[config.mk]
export PLATFORM = sky130hd
export DESIGN_NAME = instruction_loader_flat
export DESIGN_NICKNAME = d
export VERILOG_FILES = /design/src/rtl/instruction_loader_pkg.sv /design/src/rtl/instruction_loader_if.sv /design/src/rtl/instruction_loader_word_assembler.sv /design/src/rtl/instruction_loader.sv /design/src/flat_wrapper.sv
export SDC_FILE = /design/constraint.sdc
export NUM_CORES = 1
export LEC_CHECK = 0
export CORE_AREA = 5 5 134 136
export DETAILED_ROUTE_END_ITERATION = 8
export DIE_AREA = 0 0 139 141
export GPL_ROUTABILITY_DRIVEN = 0
export SLEW_MARGIN = 15
export SYNTH_ARGS = -nofsm -noshare
export SYNTH_HDL_FRONTEND = slang
export SYNTH_HIERARCHICAL = 1
export SYNTH_SLANG_ARGS = --single-unit
export TNS_END_PERCENT = 100
[constraint.sdc]
create_clock -name i_clk -period 2.59 [get_ports i_clk]
set_input_delay 0.259 -clock i_clk [delete_from_list [all_inputs] [get_ports i_clk]]
set_output_delay 0.259 -clock i_clk [all_outputs]
set_load 0.01 [all_outputs]
[src/rtl/instruction_loader_pkg.sv]
// loader_pkg: loader state encoding and default protocol bytes shared with
// the debugger and host tooling.
//   state_t          : IDLE, COUNT, DATA, REPLY
//   DEFAULT_CMD_LOAD : command byte that starts a load
//   DEFAULT_ACK_BYTE : reply on successful load
//   DEFAULT_NAK_BYTE : reply on aborted load
package loader_pkg;
  typedef enum logic [1:0] {IDLE, COUNT, DATA, REPLY} state_t;
  localparam logic [7:0] DEFAULT_CMD_LOAD = 8'h01;
  localparam logic [7:0] DEFAULT_ACK_BYTE = 8'hAA;
  localparam logic [7:0] DEFAULT_NAK_BYTE = 8'h55;
endpackage

[src/rtl/instruction_loader_if.sv]
// instruction_loader_if: UART byte stream, reply channel and instruction-memory
// write port of the loader.
//   master : loader side (consumes rx bytes/tx_busy, drives writes, reply, status)
//   slave  : environment side (UART receiver/transmitter, memory, pipeline)
interface instruction_loader_if #(
  parameter int SIZE = 32,
  parameter int ADDR_WIDTH = 32
);
  logic [7:0] rx_data;
  logic rx_valid;
  logic tx_busy;
  logic [7:0] tx_data;
  logic tx_start;
  logic inst_write_enable;
  logic [ADDR_WIDTH-1:0] write_addr;
  logic [SIZE-1:0] write_data;
  logic writing_instruction_mem;
  logic load_done;
  logic error;
  modport master (
    input rx_data, rx_valid, tx_busy,
    output tx_data, tx_start, inst_write_enable, write_addr, write_data,
    output writing_instruction_mem, load_done, error
  );
  modport slave (
    output rx_data, rx_valid, tx_busy,
    input tx_data, tx_start, inst_write_enable, write_addr, write_data,
    input writing_instruction_mem, load_done, error
  );
endinterface

[src/rtl/instruction_loader_word_assembler.sv]
// word_assembler: shifts bytes in MSB first and flags the byte that completes a word.
//   i_clk, i_rst : clock, asynchronous active-low reset
//   clear        : drop any partial word and restart at byte 0
//   valid, data  : byte strobe and byte
//   complete     : this byte completes a word (combinational)
//   word         : the word including the current byte
module word_assembler #(
  parameter int SIZE = 32
) (
  input  logic            i_clk,
  input  logic            i_rst,
  input  logic            clear,
  input  logic            valid,
  input  logic [7:0]      data,
  output logic            complete,
  output logic [SIZE-1:0] word
);
  localparam int BYTES = SIZE / 8;
  localparam int IW = $clog2(BYTES);
  logic [SIZE-9:0] shift;
  logic [IW-1:0] idx;
  assign word = {shift, data};
  assign complete = valid && idx == IW'(BYTES - 1);
  always_ff @(posedge i_clk or negedge i_rst)
    if (!i_rst) begin
      shift <= '0;
      idx <= '0;
    end else if (clear) begin
      shift <= '0;
      idx <= '0;
    end else if (valid) begin
      shift <= word[SIZE-9:0];
      idx <= complete ? '0 : idx + IW'(1);
    end
endmodule

[src/rtl/instruction_loader.sv]
// instruction_loader: assembles a UART byte stream into big-endian words, writes them to
// instruction memory while stalling the pipeline, and replies ACK/NAK.
//   i_clk, i_rst : clock, asynchronous active-low reset
//   bus (master) : rx byte stream, tx reply, memory write port, stall and status pulses
// Optional macro LOADER_TIMEOUT_EN: aborts a load after TIMEOUT_CYCLES without a byte.
module instruction_loader
  import loader_pkg::*;
#(
  parameter int SIZE = 32,
  parameter int ADDR_WIDTH = 32,
  parameter int MAX_INSTRUCTION = 64,
  parameter logic [7:0] CMD_LOAD = DEFAULT_CMD_LOAD,
  parameter logic [7:0] ACK_BYTE = DEFAULT_ACK_BYTE,
  parameter logic [7:0] NAK_BYTE = DEFAULT_NAK_BYTE,
  parameter int TIMEOUT_CYCLES = 1_000_000
) (
  input logic i_clk,
  input logic i_rst,
  instruction_loader_if.master bus
);
  localparam int CW = $clog2(MAX_INSTRUCTION + 1);
  // N arrives as a single byte, and the timeout needs at least one idle cycle to count.
  if (MAX_INSTRUCTION < 1 || MAX_INSTRUCTION > 255 || TIMEOUT_CYCLES < 2) begin : g_bad_cfg
    $error("instruction_loader: unsupported MAX_INSTRUCTION or TIMEOUT_CYCLES");
  end
  state_t state, next;
  logic [CW-1:0] count_n, words;
  logic [ADDR_WIDTH-1:0] addr;
  logic [SIZE-1:0] word;
  logic ack, complete, last, bad_n, abort, timeout;
  word_assembler #(.SIZE(SIZE)) u_asm (
    .i_clk,
    .i_rst,
    .clear(state != DATA),
    .valid(bus.rx_valid && state == DATA),
    .data(bus.rx_data),
    .complete,
    .word
  );
  assign last = words + CW'(1) == count_n;
  assign bad_n = bus.rx_data == 8'd0 || int'(bus.rx_data) > MAX_INSTRUCTION;
  assign abort = (state == COUNT && bus.rx_valid && bad_n) || timeout;
`ifdef LOADER_TIMEOUT_EN
  localparam int TW = $clog2(TIMEOUT_CYCLES);
  logic [TW-1:0] idle_cycles;
  logic active;
  assign active = state == COUNT || state == DATA;
  assign timeout = active && !bus.rx_valid && idle_cycles == TW'(TIMEOUT_CYCLES - 1);
  always_ff @(posedge i_clk or negedge i_rst)
    if (!i_rst) idle_cycles <= '0;
    else idle_cycles <= !active || bus.rx_valid ? '0 : idle_cycles + TW'(1);
`else
  assign timeout = 1'b0;
`endif
  always_ff @(posedge i_clk or negedge i_rst)
    if (!i_rst) state <= IDLE;
    else state <= next;
  // The reply is a Mealy output so it can fire in the first non-busy REPLY cycle,
  // letting the stall drop on the following edge.
  always_comb begin
    next = state;
    bus.tx_start = 1'b0;
    case (state)
      IDLE: next = bus.rx_valid && bus.rx_data == CMD_LOAD ? COUNT : IDLE;
      COUNT: next = abort ? REPLY : bus.rx_valid ? DATA : COUNT;
      DATA: next = timeout || (complete && last) ? REPLY : DATA;
      REPLY: begin
        bus.tx_start = !bus.tx_busy;
        next = bus.tx_busy ? REPLY : IDLE;
      end
      default: next = IDLE;
    endcase
    bus.tx_data = bus.tx_start ? (ack ? ACK_BYTE : NAK_BYTE) : 8'd0;
    bus.load_done = bus.tx_start && ack;
    bus.error = bus.tx_start && !ack;
    bus.writing_instruction_mem = state != IDLE;
  end
  // Write port outputs are zero outside the single strobe cycle.
  always_ff @(posedge i_clk or negedge i_rst)
    if (!i_rst) begin
      count_n <= '0;
      words <= '0;
      addr <= '0;
      ack <= 1'b0;
      bus.inst_write_enable <= 1'b0;
      bus.write_addr <= '0;
      bus.write_data <= '0;
    end else begin
      bus.inst_write_enable <= complete;
      bus.write_addr <= complete ? addr : '0;
      bus.write_data <= complete ? word : '0;
      if (abort) begin
        count_n <= '0;
        words <= '0;
        addr <= '0;
        ack <= 1'b0;
      end else if (state == COUNT && bus.rx_valid) begin
        count_n <= CW'(bus.rx_data);
        words <= '0;
        addr <= '0;
        ack <= 1'b0;
      end else if (complete) begin
        words <= words + CW'(1);
        addr <= addr + ADDR_WIDTH'(4);
        ack <= last;
      end
    end
endmodule

[src/flat_wrapper.sv]
// flat-port wrapper written by rule: the top's interface ports become plain ports
module instruction_loader_flat import loader_pkg::*;
#(
  parameter int SIZE = 32,
  parameter int ADDR_WIDTH = 32,
  parameter int MAX_INSTRUCTION = 64,
  parameter logic [7:0] CMD_LOAD = DEFAULT_CMD_LOAD,
  parameter logic [7:0] ACK_BYTE = DEFAULT_ACK_BYTE,
  parameter logic [7:0] NAK_BYTE = DEFAULT_NAK_BYTE,
  parameter int TIMEOUT_CYCLES = 1_000_000
)
  (i_clk, i_rst, bus_rx_data, bus_rx_valid, bus_tx_busy, bus_tx_data, bus_tx_start, bus_inst_write_enable, bus_write_addr, bus_write_data, bus_writing_instruction_mem, bus_load_done, bus_error);
  instruction_loader_if #(.SIZE(SIZE), .ADDR_WIDTH(ADDR_WIDTH)) bus_i ();
  input logic i_clk;
  input logic i_rst;
  input wire logic [$bits(bus_i.rx_data)-1:0] bus_rx_data;
  input wire logic [$bits(bus_i.rx_valid)-1:0] bus_rx_valid;
  input wire logic [$bits(bus_i.tx_busy)-1:0] bus_tx_busy;
  output wire logic [$bits(bus_i.tx_data)-1:0] bus_tx_data;
  output wire logic [$bits(bus_i.tx_start)-1:0] bus_tx_start;
  output wire logic [$bits(bus_i.inst_write_enable)-1:0] bus_inst_write_enable;
  output wire logic [$bits(bus_i.write_addr)-1:0] bus_write_addr;
  output wire logic [$bits(bus_i.write_data)-1:0] bus_write_data;
  output wire logic [$bits(bus_i.writing_instruction_mem)-1:0] bus_writing_instruction_mem;
  output wire logic [$bits(bus_i.load_done)-1:0] bus_load_done;
  output wire logic [$bits(bus_i.error)-1:0] bus_error;
  assign bus_i.rx_data = bus_rx_data;
  assign bus_i.rx_valid = bus_rx_valid;
  assign bus_i.tx_busy = bus_tx_busy;
  assign bus_tx_data = bus_i.tx_data;
  assign bus_tx_start = bus_i.tx_start;
  assign bus_inst_write_enable = bus_i.inst_write_enable;
  assign bus_write_addr = bus_i.write_addr;
  assign bus_write_data = bus_i.write_data;
  assign bus_writing_instruction_mem = bus_i.writing_instruction_mem;
  assign bus_load_done = bus_i.load_done;
  assign bus_error = bus_i.error;
  instruction_loader #(.SIZE(SIZE), .ADDR_WIDTH(ADDR_WIDTH), .MAX_INSTRUCTION(MAX_INSTRUCTION), .CMD_LOAD(CMD_LOAD), .ACK_BYTE(ACK_BYTE), .NAK_BYTE(NAK_BYTE), .TIMEOUT_CYCLES(TIMEOUT_CYCLES)) u_core (.i_clk(i_clk), .i_rst(i_rst), .bus(bus_i));
endmodule
# --- After elaboration in Yosys (flattened, before gate mapping) ---
# Cells that the tools add are included.
word_totals:
  regBits: 140
  inputBits: 12
  out_inout_bits: 77
  wordCells: 65
op_classes:
  n_addsub: 3
  magnitude_cmp: 1
  n_eq_ne: 7
  mux: 27
  reduce_logical: 17
ops:
  columns: ["cell", "count"]
  rows:
  - ["32-bit two-way mux", 5]
  - ["24-bit two-way mux", 2]
  - ["7-bit two-way mux", 5]
  - ["32-bit by 3-bit adder with 32-bit output, second input constant", 1]
  - ["8-bit two-way mux", 2]
  - ["2-bit two-way mux", 6]
  - ["8-bit by 1-bit equality test with 1-bit output, second input constant", 1]
  - ["8-bit by 7-bit > comparator with 1-bit output, second input constant", 1]
  - ["1-bit logical AND", 8]
  - ["8-bit logical NOT", 1]
  - ["2-bit one-hot mux with 4 select lines", 1]
  - ["7-bit by 1-bit adder with 7-bit output, second input constant", 1]
  - ["7-bit equality test", 1]
  - ["2-bit equality test, second input constant", 3]
  - ["1-bit two-way mux", 6]
  - ["2-bit nonzero test", 3]
  - ["3-bit nonzero test", 1]
  - ["2-bit by 1-bit adder with 2-bit output, second input constant", 1]
  - ["2-bit by 1-bit equality test with 1-bit output, second input constant", 1]
  - ["1-bit logical NOT", 2]
  - ["2-bit logical NOT", 1]
  - ["2-bit != test, second input constant", 1]
  - ["1-bit logical OR", 1]

# --- Logic depth before layout (Yosys ltp) ---
depth:
  depth_word: 6
  depth_mapped: 12
  ltp_nobuf: 9

# --- Hierarchy ---
# The synthesis kept the hierarchy.
modules_own_cells:
  columns: ["mod", "n_inst", "cells_per_inst", "area_per_inst_um2", "seq_area_each_um2"]
  rows:
  - ["instruction_loader", 1, 395, 4516.8, 2752.6]
  - ["word_assembler", 1, 94, 1153.6, 650.6]

# --- Worst setup path after synthesis ---
# No wires, ideal clock.
synth_path:
  path_type: "flip-flop to flip-flop"
  start: "register u_core.state[0]"
  end: "register u_core.addr[14]"
  setup_time_ps: 78
  arrival_ps: 2233
  required_time_ps: 2512
  path_slack_ps: 279
  path_stages_with_launch: 13
  path_cell_list: "dfrtp_1 inv_1 nand2_1 nor2_1 buf_6 buf_12 and2_1 buf_2 nand4_1 nor3_2 nand2_1 or2_2 a21oi_1"
synth_between:
  elab_chain_len: 4
  word_cells_on_any_way: 9
  classes_between: "eq/ne (2); mux (2); reduce/logical (5)"
synth_lines:
  columns: ["element", "line", "text"]
  rows:
  - ["from (decl)", "instruction_loader.sv:26", "state_t state, next;"]
  - ["from (signal assigned)", "instruction_loader.sv:57", "else state <= next;"]
  - ["2-bit equality test", "instruction_loader.sv:35", ".valid(bus.rx_valid && state == DATA),"]
  - ["1-bit logical AND", "instruction_loader.sv:35", null]
  - ["1-bit logical AND", "instruction_loader_word_assembler.sv:23", "assign complete = valid && idx == IW'(BYTES - 1);"]
  - ["named net u_core.complete", "instruction_loader.sv:30", "logic ack, complete, last, bad_n, abort, timeout;"]
  - ["3-bit nonzero test (no source line)", null, null]
  - ["to (signal assigned)", "instruction_loader.sv:104", "addr <= addr + ADDR_WIDTH'(4);"]
  - ["to (decl)", "instruction_loader.sv:28", "logic [ADDR_WIDTH-1:0] addr;"]
# The timed path passes the listed nets, and every way through them passes these cells.
# A chain may end at the register's enable or synchronous reset.

# --- Worst setup path in the final report ---
layout_path:
  start: "register u_core.state[0]"
  end: "register u_core.addr[21]"
# Same word-level chain as after synthesis.

==> impl_metrics.env <==
export IMPL_run_status="finished, final reports clean"
export IMPL_antenna_cells=0
export IMPL_worst_slew_pin_transition_ps=615.2
export IMPL_cts_htree_levels=4
export IMPL_timing_rr_start="u_core/state[0]"
export IMPL_clock_sink_count=136
export IMPL_setup_buffers_after_cts=0
export IMPL_power_clock_fraction_pct=42.5
export IMPL_tot_gr_track_use_pct=12.65
export IMPL_area_sequential_um2=3403
export IMPL_sequential_fraction_of_the_synthesis_area_pct=60.02
export IMPL_power_share_switching_pct=24.98
export IMPL_drtIter0Drc=175
export IMPL_timing_setup_tns_ps=0
export IMPL_cts_hold_buffers_added=1
export IMPL_layout_worst_path_cycle_share_pct=89.27
export IMPL_first_global_vias=3839
export IMPL_dieArea_um2=19600
export IMPL_power_share_combinational_pct=12.5
export IMPL_routed_via_density=4.630
export IMPL_final_util_pct=42.53
export IMPL_post_dp_hpwl_mm=7.715
export IMPL_fraction_of_layout_instances_using_a_drive_strength_above_1_pct=7.909
export IMPL_min_delay_path_class="in -> async"
export IMPL_fillCellCount=1590
export IMPL_total_power_w=0.005123
export IMPL_postSynth_asyncResetShare_pct=100.0
export IMPL_clk_transition_reported_paths_ps=50
export IMPL_ys_ff_latch=136
export IMPL_avgSynthCellArea_um2=11.60
export IMPL_global_route_wire_length_before_repair_mm=19.62
export IMPL_finalNetCount=578
export IMPL_cts_tree="yes"
export IMPL_power_per_cell_area_nw_per_um2=716.4
export IMPL_synth_cell_types=44
export IMPL_synth_top_flop_cell="dfrtp_1"
export IMPL_chipWidth_um=139
export IMPL_ctsResizeCount=0
export IMPL_worst_ir_drop_on_vdd_mv=0.4701
export IMPL_worstSetupPathType="reg -> reg"
export IMPL_fmaxAchievable_mhz=432.5
export IMPL_cell_internal_pwr_w=0.003843
export IMPL_ioPinCount=89
export IMPL_final_hold_viol_count=0
export IMPL_postRouteWirelength_mm=11.71
export IMPL_post_synthesis_to_final_layout_area_growth_pct=26.13
export IMPL_cts_buffer_count=17
export IMPL_grt_setup_unrepaired="no"
export IMPL_cp_required_ps=2890
export IMPL_clock_skew_ps=5.935
export IMPL_timing_final_setup_violations=0
export IMPL_routed_via_count=3676
export IMPL_clockBufferDepth=2
export IMPL_startpoint_type="flop"
export IMPL_maxCapViolCount=0
export IMPL_p_leak_nw=3.242
export IMPL_largest_net_degree_at_the_start_of_global_routing=68
export IMPL_timing_critical_path_arrival_ps=2610
export IMPL_finalMaxSlewViolations=0
export IMPL_ys_warnings_count=6
export IMPL_floorplan_initialDensity_pct=33.72
export IMPL_overflow_left_after_global_routing=0
export IMPL_number_of_antenna_violations_at_the_first_check_in_global_routing=0
export IMPL_total_switching_power_w=0.001280
export IMPL_cp_startpoint="u_core/state[0]"
export IMPL_port_buffers=86
export IMPL_coreArea_um2=16820
export IMPL_end_kind="flop"
export IMPL_routedWlPerCell_um=14.74
export IMPL_clock_latency_ps=410
export IMPL_mappedNetlistArea_um2=5670
export IMPL_num_rows=48
export IMPL_drtAntennaViolNets=0
export IMPL_synth_cells=489
export IMPL_multi_input_comb_area_um2=1984
export IMPL_drc=0
export IMPL_period_minus_slack_ps=2312
export IMPL_fp_dieH_um=141
export IMPL_seq_power_share_pct=45.0
export IMPL_cts_root_buf="clkbuf_16"
export IMPL_synth_enable_flop_cells=0
export IMPL_path_max_fanout=8
export IMPL_slew_headroom_pct=58.98
export IMPL_detailedRoute_firstPassIterationCount=5
## sequential cells by signal (all words and copies together), names as in the netlist
name                          count
u_core/u_asm/shift               24
u_core/bus.write_data            32
u_core/bus.write_addr            30
u_core/words                      7
u_core/u_asm/idx                  2
u_core/count_n                    7
u_core/state                      2
u_core/bus.inst_write_enable      1
u_core/ack                        1
u_core/addr                      30
## metal layers
metal,track usage [%],wire length [µm]
met4,5.407,137
met2,19.74,5561
met1,15.93,5223
met3,4.647,784
met5,0,0
## kinds of logic (layout without fill, tap and decap cells)
logic type | Yosys count | in the layout | synth area share [%]
xor+xnor | 41 | 41 | 6.333
compound gates | 24 | 24 | 2.935
simple gates | 210 | 210 | 19.97
buf+inv | 47 | 126 | 5.251
other cells | 1 | 2 | 0.06613
flops | 136 | 136 | 60.02
mux | 27 | 27 | 4.766
fa+ha+maj | 3 | 3 | 0.6620
## cells in the final DEF, fill, tap and decap left out, types with 14 or more instances in the layout
cell	instances
clkdlybuf4s50_1	85
xnor2_1	14
and2_1	63
dfrtp_1	136
xor2_1	27
nand2_1	15
nand3_1	20
nor2_1	63
mux2i_1	27
clkbuf_16	17
## per-stage QoR
step / setup slack (ps) / std cells / hold slack [ps] / area [µm²]
2_1_floorplan: 279.2 / 490 / -36.59 / 5674
5_1_grt: 71.07 / 794 / 470.1 / 7152
4_1_cts: 267.0 / 794 / 434.2 / 7152
3_5_place_dp: 115.2 / 768 / 303.0 / 6626
6_report: 277.9 / 794 / 407.3 / 7152
3_3_place_gp: 168.0 / 768 / 290.7 / 6626
## critical path, stage by stage, from the launching register on
cell and delay (ps):
dfrtp_1 420, inv_1 150, nand2_1 120, nor2_4 120, and2_2 200, nand2_1 170, nor4_2 560, nand3_1 160
xnor2_1 140, and2_1 150
## area by class of cell
cell class | count | share of cell area, %
Sequential cell | 136 | 47.59
Clock inverter | 6 | 1.155
Tap cell | 225 | 3.936
Inverter | 6 | 0.3149
Timing Repair Buffer | 95 | 13.21
Clock buffer | 19 | 6.053
Multi-Input combinational cell | 307 | 27.75
## cell usage after synthesis, types with 2 or more instances
| cell type | count | area [µm²] |
|---|---|---|
| or2_2 | 3 | 18.77 |
| a21oi_1 | 4 | 20.02 |
| and2_1 | 64 | 400.4 |
| buf_6 | 2 | 22.52 |
| buf_2 | 4 | 20.02 |
| nand4_1 | 13 | 81.33 |
| inv_1 | 6 | 22.52 |
| buf_12 | 2 | 40.04 |
| o21ai_1 | 2 | 10.01 |
| xor2_1 | 27 | 236.5 |
| buf_1 | 2 | 7.510 |
| dfrtp_1 | 136 | 3403 |
| nor4_1 | 2 | 12.51 |
| and3_1 | 5 | 31.28 |
| buf_4 | 18 | 135.1 |
| nand3_1 | 20 | 100.1 |
| xnor2_1 | 14 | 122.6 |
| nand2_1 | 15 | 56.30 |
| a22o_1 | 6 | 52.55 |
| nand2b_1 | 2 | 12.51 |
| clkbuf_1 | 12 | 45.04 |
| o21ai_0 | 6 | 30.03 |
| and4_1 | 4 | 35.03 |
| ha_1 | 3 | 37.54 |
| nor2_1 | 65 | 244.0 |
| nor3_1 | 4 | 20.02 |
| or3_1 | 5 | 31.28 |
| mux2i_1 | 27 | 270.3 |
## power groups by stage
stage,combinational (W),sequential [W],clock (W)
3_3_place_gp,0.000633,0.00234,0
5_1_grt,0.000715,0.00232,0.00233
3_5_place_dp,0.000650,0.00234,0
2_1_floorplan,0.000496,0.00231,0
4_1_cts,0.000657,0.00230,0.00224
6_report,0.000640,0.00231,0.00218
## path summary, 6_finish.rpt
path | endpoint | slack [ps] | cells past startpoint
min in group i_clk | u_core/bus.write_data[27] | 490 | 1
min reg2reg | u_core/bus.write_data[27] | 490 | 1
max reg2reg | u_core/addr[21] | 280 | 9
min | u_core/bus.write_addr[27] | 410 | 2
max | u_core/addr[21] | 280 | 9
max in group asynchronous | u_core/bus.write_addr[2] | 1430 | 3
No activity file was read; power rests on OpenSTA's default activity.
